$ cat src/rtl/fetch_queue.sv
`default_nettype none
// +----------------------------------------------------------------------------+
// | fetch_queue: fetch-PC owner plus DEPTH-entry prefetch FIFO feeding decode.  |
// | Optional FETCH_PERF_EN builds redirect/stall/empty perf counters.           |
// | Revision: 1.0                                                               |
// +----------------------------------------------------------------------------+
module fetch_queue #(
  parameter int              PC_W     = 9,
  parameter int              INS_W    = 32,
  parameter int              DEPTH    = 4,
  parameter logic [PC_W-1:0] RESET_PC = '0
) (
  input  logic                         clk,
  input  logic                         reset,
  output logic [PC_W-1:0]              imem_addr,
  input  logic [INS_W-1:0]             imem_rdata,
  input  logic                         redirect_valid,
  input  logic [PC_W-1:0]              redirect_pc,
  output logic                         out_valid,
  output logic [PC_W-1:0]              out_pc,
  output logic [INS_W-1:0]             out_instr,
  input  logic                         out_ready,
  output logic [$clog2(DEPTH+1)-1:0]   count,
  output logic [31:0]                  perf_redirects,
  output logic [31:0]                  perf_stalls,
  output logic [31:0]                  perf_empty
);

  localparam int CNT_W = $clog2(DEPTH+1);
  localparam int PTR_W = $clog2(DEPTH);
  localparam logic [CNT_W:0] C_DEPTH = (CNT_W+1)'(DEPTH);

  logic [PC_W-1:0]  r_fpc;
  logic             r_ifv;
  logic [PC_W-1:0]  r_ifpc;
  logic [PTR_W-1:0] r_rd;
  logic [PTR_W-1:0] r_wr;
  logic [CNT_W-1:0] r_count;
  logic [PC_W-1:0]  r_pc_mem  [DEPTH];
  logic [INS_W-1:0] r_ins_mem [DEPTH];

  logic             w_pop;
  logic             w_push;
  logic             w_req;
  logic [CNT_W:0]   w_credit;
  logic             w_unused;

  assign w_unused = &{1'b0, redirect_pc[1:0]};

  // Credit counts the in-flight word, so a request is only made when its
  // data is guaranteed a free slot on arrival.
  always_comb begin
    w_pop    = out_valid & out_ready;
    w_push   = r_ifv & ~redirect_valid;
    w_credit = {1'b0, r_count} + {{CNT_W{1'b0}}, r_ifv} - {{CNT_W{1'b0}}, w_pop};
    w_req    = ~redirect_valid & (w_credit < C_DEPTH);
  end

  always_ff @(posedge clk) begin
    if (reset) begin
      r_fpc   <= RESET_PC;
      r_ifv   <= 1'b0;
      r_ifpc  <= '0;
      r_rd    <= '0;
      r_wr    <= '0;
      r_count <= '0;
    end else if (redirect_valid) begin
      r_fpc   <= {redirect_pc[PC_W-1:2], 2'b00};
      r_ifv   <= 1'b0;
      r_rd    <= '0;
      r_wr    <= '0;
      r_count <= '0;
    end else begin
      if (w_req) begin
        r_fpc  <= r_fpc + PC_W'(4);
        r_ifpc <= r_fpc;
      end
      r_ifv <= w_req;
      if (w_push) r_wr <= r_wr + PTR_W'(1);
      if (w_pop)  r_rd <= r_rd + PTR_W'(1);
      r_count <= r_count + CNT_W'(w_push) - CNT_W'(w_pop);
    end
  end

  always_ff @(posedge clk) begin
    if (!reset && w_push) begin
      r_pc_mem[r_wr]  <= r_ifpc;
      r_ins_mem[r_wr] <= imem_rdata;
    end
  end

  assign imem_addr = r_fpc;
  assign count     = r_count;
  assign out_valid = (r_count != '0);
  assign out_pc    = out_valid ? r_pc_mem[r_rd]  : '0;
  assign out_instr = out_valid ? r_ins_mem[r_rd] : '0;

`ifdef FETCH_PERF_EN
  logic [31:0] r_perf_redirects;
  logic [31:0] r_perf_stalls;
  logic [31:0] r_perf_empty;

  always_ff @(posedge clk) begin
    if (reset) begin
      r_perf_redirects <= '0;
      r_perf_stalls    <= '0;
      r_perf_empty     <= '0;
    end else begin
      if (redirect_valid)          r_perf_redirects <= r_perf_redirects + 32'd1;
      if (out_valid && !out_ready) r_perf_stalls    <= r_perf_stalls + 32'd1;
      if (!out_valid)              r_perf_empty     <= r_perf_empty + 32'd1;
    end
  end

  assign perf_redirects = r_perf_redirects;
  assign perf_stalls    = r_perf_stalls;
  assign perf_empty     = r_perf_empty;
`else
  assign perf_redirects = '0;
  assign perf_stalls    = '0;
  assign perf_empty     = '0;
`endif

endmodule
`default_nettype wire

$ cat config.mk
export PLATFORM = sky130hd
export DESIGN_NAME = fetch_queue
export DESIGN_NICKNAME = d
export VERILOG_FILES = /design/src/rtl/fetch_queue.sv
export SDC_FILE = /design/constraint.sdc
export NUM_CORES = 1
export LEC_CHECK = 0
export BUFFER_PORTS_ARGS = -buffer_cell sky130_fd_sc_hd__buf_2
export CAP_MARGIN = 0
export CORE_MARGIN = 2
export CORE_UTILIZATION = 45
export DETAILED_ROUTE_END_ITERATION = 8
export HOLD_SLACK_MARGIN = 0.12
export PLACE_DENSITY = 0.66
export SYNTH_ARGS = -nofsm -noshare
export SYNTH_HDL_FRONTEND = slang
export SYNTH_SLANG_ARGS = --single-unit
$ cat constraint.sdc
create_clock -name clk -period 3.2 [get_ports clk]
set_input_delay 0.32 -clock clk [delete_from_list [all_inputs] [get_ports clk]]
set_output_delay 0.32 -clock clk [all_outputs]
set_load 0.05 [all_outputs]
==> flow_metrics.env, run 1 <==
export IMPL_yosysWarnings=0
export IMPL_die_area_um2=18500
export IMPL_end_kind="flip-flop"
export IMPL_rows=48
export IMPL_slew_viol_final=0
export IMPL_rr_worst_depth=9
export IMPL_cpMostUsedCell="sky130_fd_sc_hd__nand2_1"
export IMPL_total_power_mw=5.36
export IMPL_crit_buf_inv=0
export IMPL_slowest_stage_cell_crit_path="sky130_fd_sc_hd__o41a_4"
export IMPL_rsz0062_at_grt="false"
export IMPL_totalNegativeSetupSlack_ns=0
export IMPL_grt_antenna_before_repair=0
export IMPL_regToRegSetupSlack_ns=0.50
export IMPL_die_height_um=136
export IMPL_postSynthRegisterBits=180
export IMPL_ir_drop_mv=0.368
export IMPL_nets=666
export IMPL_critical_path_class="flip-flop to flip-flop"
export IMPL_antenna_cells_inserted=0
export IMPL_layout_drive_gt1_share=0.296
export IMPL_clock_latency_ns=0.42
export IMPL_worst_r2r_startpoint="count[2]"
export IMPL_grt_ovfl_total=0
export IMPL_finalSetupViolCount=0
export IMPL_hold_start="imem_rdata[7]"
export IMPL_regToRegEndpoint="r_ifpc[6]"
export IMPL_max_cap_viol_count=0
export IMPL_grt_start_max_net_pins=43
export IMPL_post_cts_resized_instances=0
export IMPL_htreeDepth=4
export IMPL_slew_headroom=0.585
export IMPL_finalWorstPathRequiredPeriod_ns=2.70
export IMPL_placement_io_buffers=92
export IMPL_worst_slew_pin_transition_ns=0.622
export IMPL_dieWidth_um=136
export IMPL_route_vias_total=4002
export IMPL_detailed_place_hpwl_um=8570
export IMPL_timing_final_crit_share=0.844
export IMPL_routed_wl_um=13700
export IMPL_final_setup_worst_slack_ns=0.501
export IMPL_global_route_wire_length_before_repair_um=21100
export IMPL_synth_ff_type="sky130_fd_sc_hd__edfxtp_1"
export IMPL_postSynth_asyncResetShare=0
export IMPL_syn_area_um2=7850
export IMPL_cell_leakage_power_nw=3.45
export IMPL_root_buffer="sky130_fd_sc_hd__clkbuf_16"
export IMPL_clk_pin_slew_ns=0.06
export IMPL_netlist_cell_type_count=39
export IMPL_first_global_vias=4014
export IMPL_fmax_mhz=370
export IMPL_timing_critical_path_required_ns=3.50
export IMPL_global_route_usage_total=0.155
export IMPL_clockBufferDepth=2
export IMPL_timing_hold_worst_path_depth=1
export IMPL_place_congestion=0.867
export IMPL_cp_depth=9
export IMPL_status="complete, no violations"
export IMPL_finalHoldViolCount=0
export IMPL_routed_via_density=4.71
export IMPL_number_of_flops_mapped_to_enable_cells_by_yosys=156
export IMPL_core_um2=17200
export IMPL_cp_top_family="compound AO/OA/AOI/OAI gates"
export IMPL_io_pins=195
export IMPL_routed_wire_length_per_instance_um=16.1
export IMPL_numCtsBuffers=17
export IMPL_final_cell_mix="sky130_fd_sc_hd__edfxtp_1 (156), sky130_fd_sc_hd__conb_1 (100), sky130_fd_sc_hd__buf_2 (92), sky130_fd_sc_hd__and2_1 (41), sky130_fd_sc_hd__mux4_2 (39)"
export IMPL_final_common_cell="sky130_fd_sc_hd__edfxtp_1"
export IMPL_whs_endpoint="r_ins_mem[1][7]"
export IMPL_critical_path_max_stage_delay_ns=0.50
export IMPL_worst_setup_path_start_kind="flip-flop"
export IMPL_finalClockSkew_ns=0.0109
export IMPL_synth_cells=478
export IMPL_antenna_violating_nets_post_route=0
export IMPL_critical_path_max_fanout=7
export IMPL_area_growth_syn_to_layout_pct=16.6
export IMPL_synth_avg_cell_area_um2=16.4
export IMPL_drt_pass1_iter_count=4
export IMPL_remaining_drc_errors=0
export IMPL_worst_endpoint_arrival_ns=3.00
export IMPL_power_density_nw_per_um2=586
export IMPL_start_util=0.457
export IMPL_worst_min_delay_path_category="input port to flip-flop"
export IMPL_postCtsSetupRepairBufs=0
export IMPL_final_layout_fill_cell_count=1433
export IMPL_cts_tree="done"
export IMPL_synth_yosys_seq_area_share=0.658
export IMPL_detail_route_iter0_violations=134
export IMPL_placement_setup_worst_slack_ns=0.510
export IMPL_cts_num_sinks=180
export IMPL_path_cells="or3_1 > nand2_1 > or2_2 > ha_1 > nand2_1 > o41a_4 > a31oi_4 > mux2i_1 > nor2_1"
==> cell families (layout without fill, tap and decap cells) <==
family,Yosys count,after routing,share of synthesized area
AO/OA/AOI/OAI,18,18,0.0204
XOR/XNOR,10,10,0.0121
adder cells (fa/ha/maj),9,9,0.0153
buffers and inverters,126,174,0.109
flip-flops,180,180,0.658
multiplexers,48,48,0.123
other,1,100,0.000477
AND/OR/NAND/NOR,86,86,0.0617
==> worst max path at each step <==
stage                     startpoint        end  slack [ns]
after floorplan             count[2]  r_ifpc[4]        0.16
after global placement      count[2]  r_ifpc[6]        0.64
after detailed placement    count[2]  r_ifpc[6]        0.51
after CTS                   count[2]  r_ifpc[6]        0.50
after global routing        count[2]  r_ifpc[4]        0.30
final                       count[2]  r_ifpc[6]        0.50
==> through the flow <==
stage | hold WS, ns | std cells | util | area (um2)
3_3_place_gp | 0.482 | 787 | 0.480 | 8240
2_1_floorplan | 0.392 | 577 | - | 8230
5_1_grt | 0.128 | 850 | 0.533 | 9160
3_5_place_dp | 0.505 | 787 | 0.480 | 8240
4_1_cts | 0.120 | 850 | 0.533 | 9160
6_report | 0.135 | 850 | 0.533 | 9160
==> cell usage after synthesis, types with 2 or more instances <==
cell / n / area share
sky130_fd_sc_hd__clkbuf_1: 13 / 0.0062
sky130_fd_sc_hd__edfxtp_1: 156 / 0.60
sky130_fd_sc_hd__a211oi_1: 3 / 0.0029
sky130_fd_sc_hd__a31oi_1: 4 / 0.0032
sky130_fd_sc_hd__nand2_1: 5 / 0.0024
sky130_fd_sc_hd__or2_2: 2 / 0.0016
sky130_fd_sc_hd__nand3_1: 6 / 0.0038
sky130_fd_sc_hd__mux4_2: 39 / 0.11
sky130_fd_sc_hd__buf_4: 101 / 0.097
sky130_fd_sc_hd__and3_1: 5 / 0.0040
sky130_fd_sc_hd__and2_1: 41 / 0.033
sky130_fd_sc_hd__ha_1: 8 / 0.013
sky130_fd_sc_hd__xnor2_1: 6 / 0.0067
sky130_fd_sc_hd__nor4b_1: 2 / 0.0022
sky130_fd_sc_hd__buf_2: 4 / 0.0025
sky130_fd_sc_hd__inv_1: 8 / 0.0038
sky130_fd_sc_hd__nor2_1: 19 / 0.0091
sky130_fd_sc_hd__xor2_1: 3 / 0.0033
sky130_fd_sc_hd__o21ai_2: 2 / 0.0022
sky130_fd_sc_hd__mux2i_1: 9 / 0.011
sky130_fd_sc_hd__dfxtp_1: 24 / 0.061
==> report_power, final <==
group	leakage [nW]	internal (mW)	switching (mW)	total, mW
Clock	0.301	1.25	0.788	2.04
Sequential	1.59	2.58	0.0333	2.62
Combinational	1.56	0.159	0.549	0.708
Total	3.45	3.99	1.37	5.36
==> repair_timing <==
action	in CTS	in global routing
endpoints found under the hold margin	124	0
hold buffers	31	0
endpoints found under the setup margin	0	0
==> sequential cells by signal, summed over array words and instances, names as in the netlist, named ones only <==
register and count:
r_ins_mem 128, r_pc_mem 28, imem_addr 7, r_ifpc 7, count 3, r_rd 2, r_wr 2, r_ifv 1
==> routing by layer <==
layer	part of all wire	vias up	track usage
met2	0.52	130	0.267
met1	0.42	2016	0.189
met5	0	-	0
met4	0.011	0	0.0538
li1	-	1845	-
met3	0.045	11	0.0421
==> cell type report <==
class                           count  area [um2]  area share
Multi-Input combinational cell    271        2210       0.241
Tap cell                          225         282      0.0307
Sequential cell                   180        5170       0.564
Timing Repair Buffer              134         866      0.0946
Clock buffer                       31         598      0.0653
Inverter                            8        30.0     0.00328
Clock inverter                      1        5.00    0.000547
(Power assumes the default switching activity.)
==> inputs of run 2 (changes only) <==
--- a/config.mk
+++ b/config.mk
@@ -5,6 +5,7 @@
 export SDC_FILE = /design/constraint.sdc
 export NUM_CORES = 1
 export LEC_CHECK = 0
+export ABC_AREA = 1
 export BUFFER_PORTS_ARGS = -buffer_cell sky130_fd_sc_hd__buf_2
 export CAP_MARGIN = 0
 export CORE_MARGIN = 2
==> constraint.sdc (replaced) <==
create_clock -name clk -period 2.6 [get_ports clk]
set_input_delay 0.26 -clock clk [delete_from_list [all_inputs] [get_ports clk]]
set_output_delay 0.26 -clock clk [all_outputs]
set_load 0.05 [all_outputs]
==> flow_metrics.env, run 2 <==
export IMPL_critical_path_class="flip-flop to output port"
export IMPL_global_route_wire_length_before_repair_um=23000
export IMPL_grt_antenna_before_repair=1
export IMPL_placement_io_buffers=92
export IMPL_placement_setup_worst_slack_ns=0.405
export IMPL_syn_area_um2=8060
export IMPL_numCtsBuffers=17
export IMPL_finalHoldWorstSlack_ns=0.171
export IMPL_remaining_drc_errors=0
export IMPL_nets=930
export IMPL_final_layout_fill_cell_count=1456
export IMPL_postCtsSetupRepairBufs=0
export IMPL_detailed_place_hpwl_um=9280
export IMPL_global_route_usage_total=0.164
export IMPL_synth_cells=749
export IMPL_max_cap_viol_count=0
export IMPL_first_global_vias=4514
export IMPL_final_cells=1115
export IMPL_root_buffer="sky130_fd_sc_hd__clkbuf_16"
export IMPL_htreeDepth=4
export IMPL_largest_registers="r_ins_mem: 128 flops, r_pc_mem: 28 flops"
export IMPL_number_of_flops_mapped_to_enable_cells_by_yosys=156
export IMPL_cts_num_sinks=180
export IMPL_top_register="r_ins_mem"
export IMPL_status="complete, no violations"
export IMPL_core_um2=17400
export IMPL_internal_power_mw=4.71
export IMPL_synth_avg_cell_area_um2=10.8
export IMPL_power_share_sequential=0.490
export IMPL_critical_path_max_fanout=48
export IMPL_fmax_mhz=430
export IMPL_dieWidth_um=138
export IMPL_synth_yosys_seq_area_share=0.641
export IMPL_synth_top_area_share=0.582
export IMPL_netSwitchingPower_mw=1.86
export IMPL_end_kind="output port"
export IMPL_p_comb_frac=0.149
export IMPL_antenna_violating_nets_post_route=0
export IMPL_finalHoldViolCount=0
export IMPL_postSynth_asyncResetShare=0
export IMPL_die_height_um=138
export IMPL_ir_drop_mv=0.480
export IMPL_timing_final_crit_share=0.895
export IMPL_cts_tree="done"
export IMPL_clk_pin_slew_ns=0.06
export IMPL_totalNegativeSetupSlack_ns=0
export IMPL_netlist_cell_type_count=26
export IMPL_timing_critical_path_required_ns=2.34
export IMPL_final_cell_mix="sky130_fd_sc_hd__nor2_1 (168), sky130_fd_sc_hd__edfxtp_1 (156), sky130_fd_sc_hd__conb_1 (100), sky130_fd_sc_hd__buf_2 (92), sky130_fd_sc_hd__o21ai_0 (86)"
export IMPL_synth_common_cells="sky130_fd_sc_hd__nor2_1 (172), sky130_fd_sc_hd__edfxtp_1 (156), sky130_fd_sc_hd__buf_4 (100)"
export IMPL_detail_route_iter0_violations=294
export IMPL_finalWorstPathRequiredPeriod_ns=2.33
export IMPL_clockBufferDepth=2
export IMPL_final_setup_worst_slack_ns=0.274
export IMPL_final_common_cell="sky130_fd_sc_hd__nor2_1"
export IMPL_synthMostInstantiatedCell="sky130_fd_sc_hd__nor2_1"
export IMPL_slew_headroom=0.639
export IMPL_io_pins=195
export IMPL_routed_wl_um=15400
export IMPL_power_switching_fraction=0.284
export IMPL_routed_via_density=4.62
export IMPL_synth_ff_type="sky130_fd_sc_hd__edfxtp_1"
export IMPL_worst_setup_path_start_kind="flip-flop"
export IMPL_drt_pass1_iter_count=5
export IMPL_worst_slew_pin_transition_ns=0.541
export IMPL_dp_cells=1050
export IMPL_layout_drive_gt1_share=0.182
export IMPL_finalClockSkew_ns=0.00606
export IMPL_clock_latency_ns=0.43
export IMPL_clock_power_share=0.360
export IMPL_fin_util=0.539
export IMPL_worst_endpoint_arrival_ns=2.07
export IMPL_slew_viol_final=0
export IMPL_cell_leakage_power_nw=3.74
export IMPL_place_congestion=0.739
export IMPL_route_vias_total=5148
export IMPL_power_density_nw_per_um2=701
export IMPL_area_growth_syn_to_layout_pct=16.5
export IMPL_yosysWarnings=0
export IMPL_largest_reg_flops=128
export IMPL_die_area_um2=19000
export IMPL_start_util=0.463
export IMPL_netlist_top_cells_area="sky130_fd_sc_hd__edfxtp_1 (58%), sky130_fd_sc_hd__buf_4 (9.3%), sky130_fd_sc_hd__nor2_1 (8.0%)"
export IMPL_postSynthRegisterBits=180
export IMPL_finalSetupViolCount=0
export IMPL_synth_largest_area_cell="sky130_fd_sc_hd__edfxtp_1"
export IMPL_grt_ovfl_total=0
export IMPL_routed_wire_length_per_instance_um=13.8
export IMPL_post_cts_resized_instances=0
export IMPL_rsz0062_at_grt="false"
export IMPL_rows=48
export IMPL_grt_start_max_net_pins=49
export IMPL_worst_min_delay_path_category="input port to flip-flop"
[run 2: power by group through the flow]
stage | clock network [mW] | registers, mW | logic (mW)
floorplan | 0 | 3.33 | 0.827
global placement | 0 | 3.29 | 0.937
detailed placement | 0 | 3.29 | 0.945
CTS | 2.42 | 3.22 | 0.985
global route | 2.53 | 3.23 | 1.05
finish | 2.37 | 3.22 | 0.981
[run 2: repair_timing]
action,in CTS,in global routing
hold buffers,32,0
endpoints found under the hold margin,128,0
endpoints found under the setup margin,0,0
[run 2: final timing paths]
check	slack [ns]	startpoint	to	cells past startpoint
max	0.27	flip-flop	out_pc[4]	6
min reg2reg	0.47	r_rd[1]	flip-flop	2
min	0.17	redirect_pc[3]	imem_addr[3]	5
max reg2reg	0.40	count[0]	r_ifpc[8]	15
[run 2: layout make-up]
type,count,area (um2),area share
Clock buffer,19,433,0.0461
Timing Repair Buffer,142,953,0.102
Antenna cell,1,2.50,0.000267
Clock inverter,13,125,0.0133
Multi-Input combinational cell,506,2310,0.246
Sequential cell,180,5170,0.551
Tap cell,225,282,0.0300
Inverter,29,109,0.0116
[run 2: routing by layer]
| layer | vias up | wire length (um) | global-route usage |
|---|---|---|---|
| li1 | 2605 | - | - |
| met1 | 2361 | 6790 | 0.211 |
| met2 | 166 | 7560 | 0.272 |
| met3 | 16 | 814 | 0.0394 |
| met4 | 0 | 227 | 0.0607 |
| met5 | - | 0 | 0 |
[run 2: critical path: stages, from the launching register on]
cell and delay (ns):
sky130_fd_sc_hd__dfxtp_2 0.35, sky130_fd_sc_hd__buf_4 0.44, sky130_fd_sc_hd__nor2_1 0.10, sky130_fd_sc_hd__nor2_1 0.09, sky130_fd_sc_hd__o21ai_0 0.08, sky130_fd_sc_hd__a21oi_1 0.24
sky130_fd_sc_hd__buf_2 0.31
[run 2: stage by stage]
stage	total power, mW	instance area [um2]
5_1_grt	6.81	9380
4_1_cts	6.63	9380
3_3_place_gp	4.22	8500
6_report	6.58	9380
3_5_place_dp	4.23	8500
2_1_floorplan	4.15	8440
[run 2: logic make-up after synthesis]
group	count (synthesis)	share of synthesized area
other	1	0.000466
and+or+nand+nor	249	0.128
xor gates and xnor gates	1	0.00109
buffers and inverters	162	0.123
AOI/OAI and AO/OA	147	0.0916
DFF	180	0.641
adders and majority gates	9	0.0149
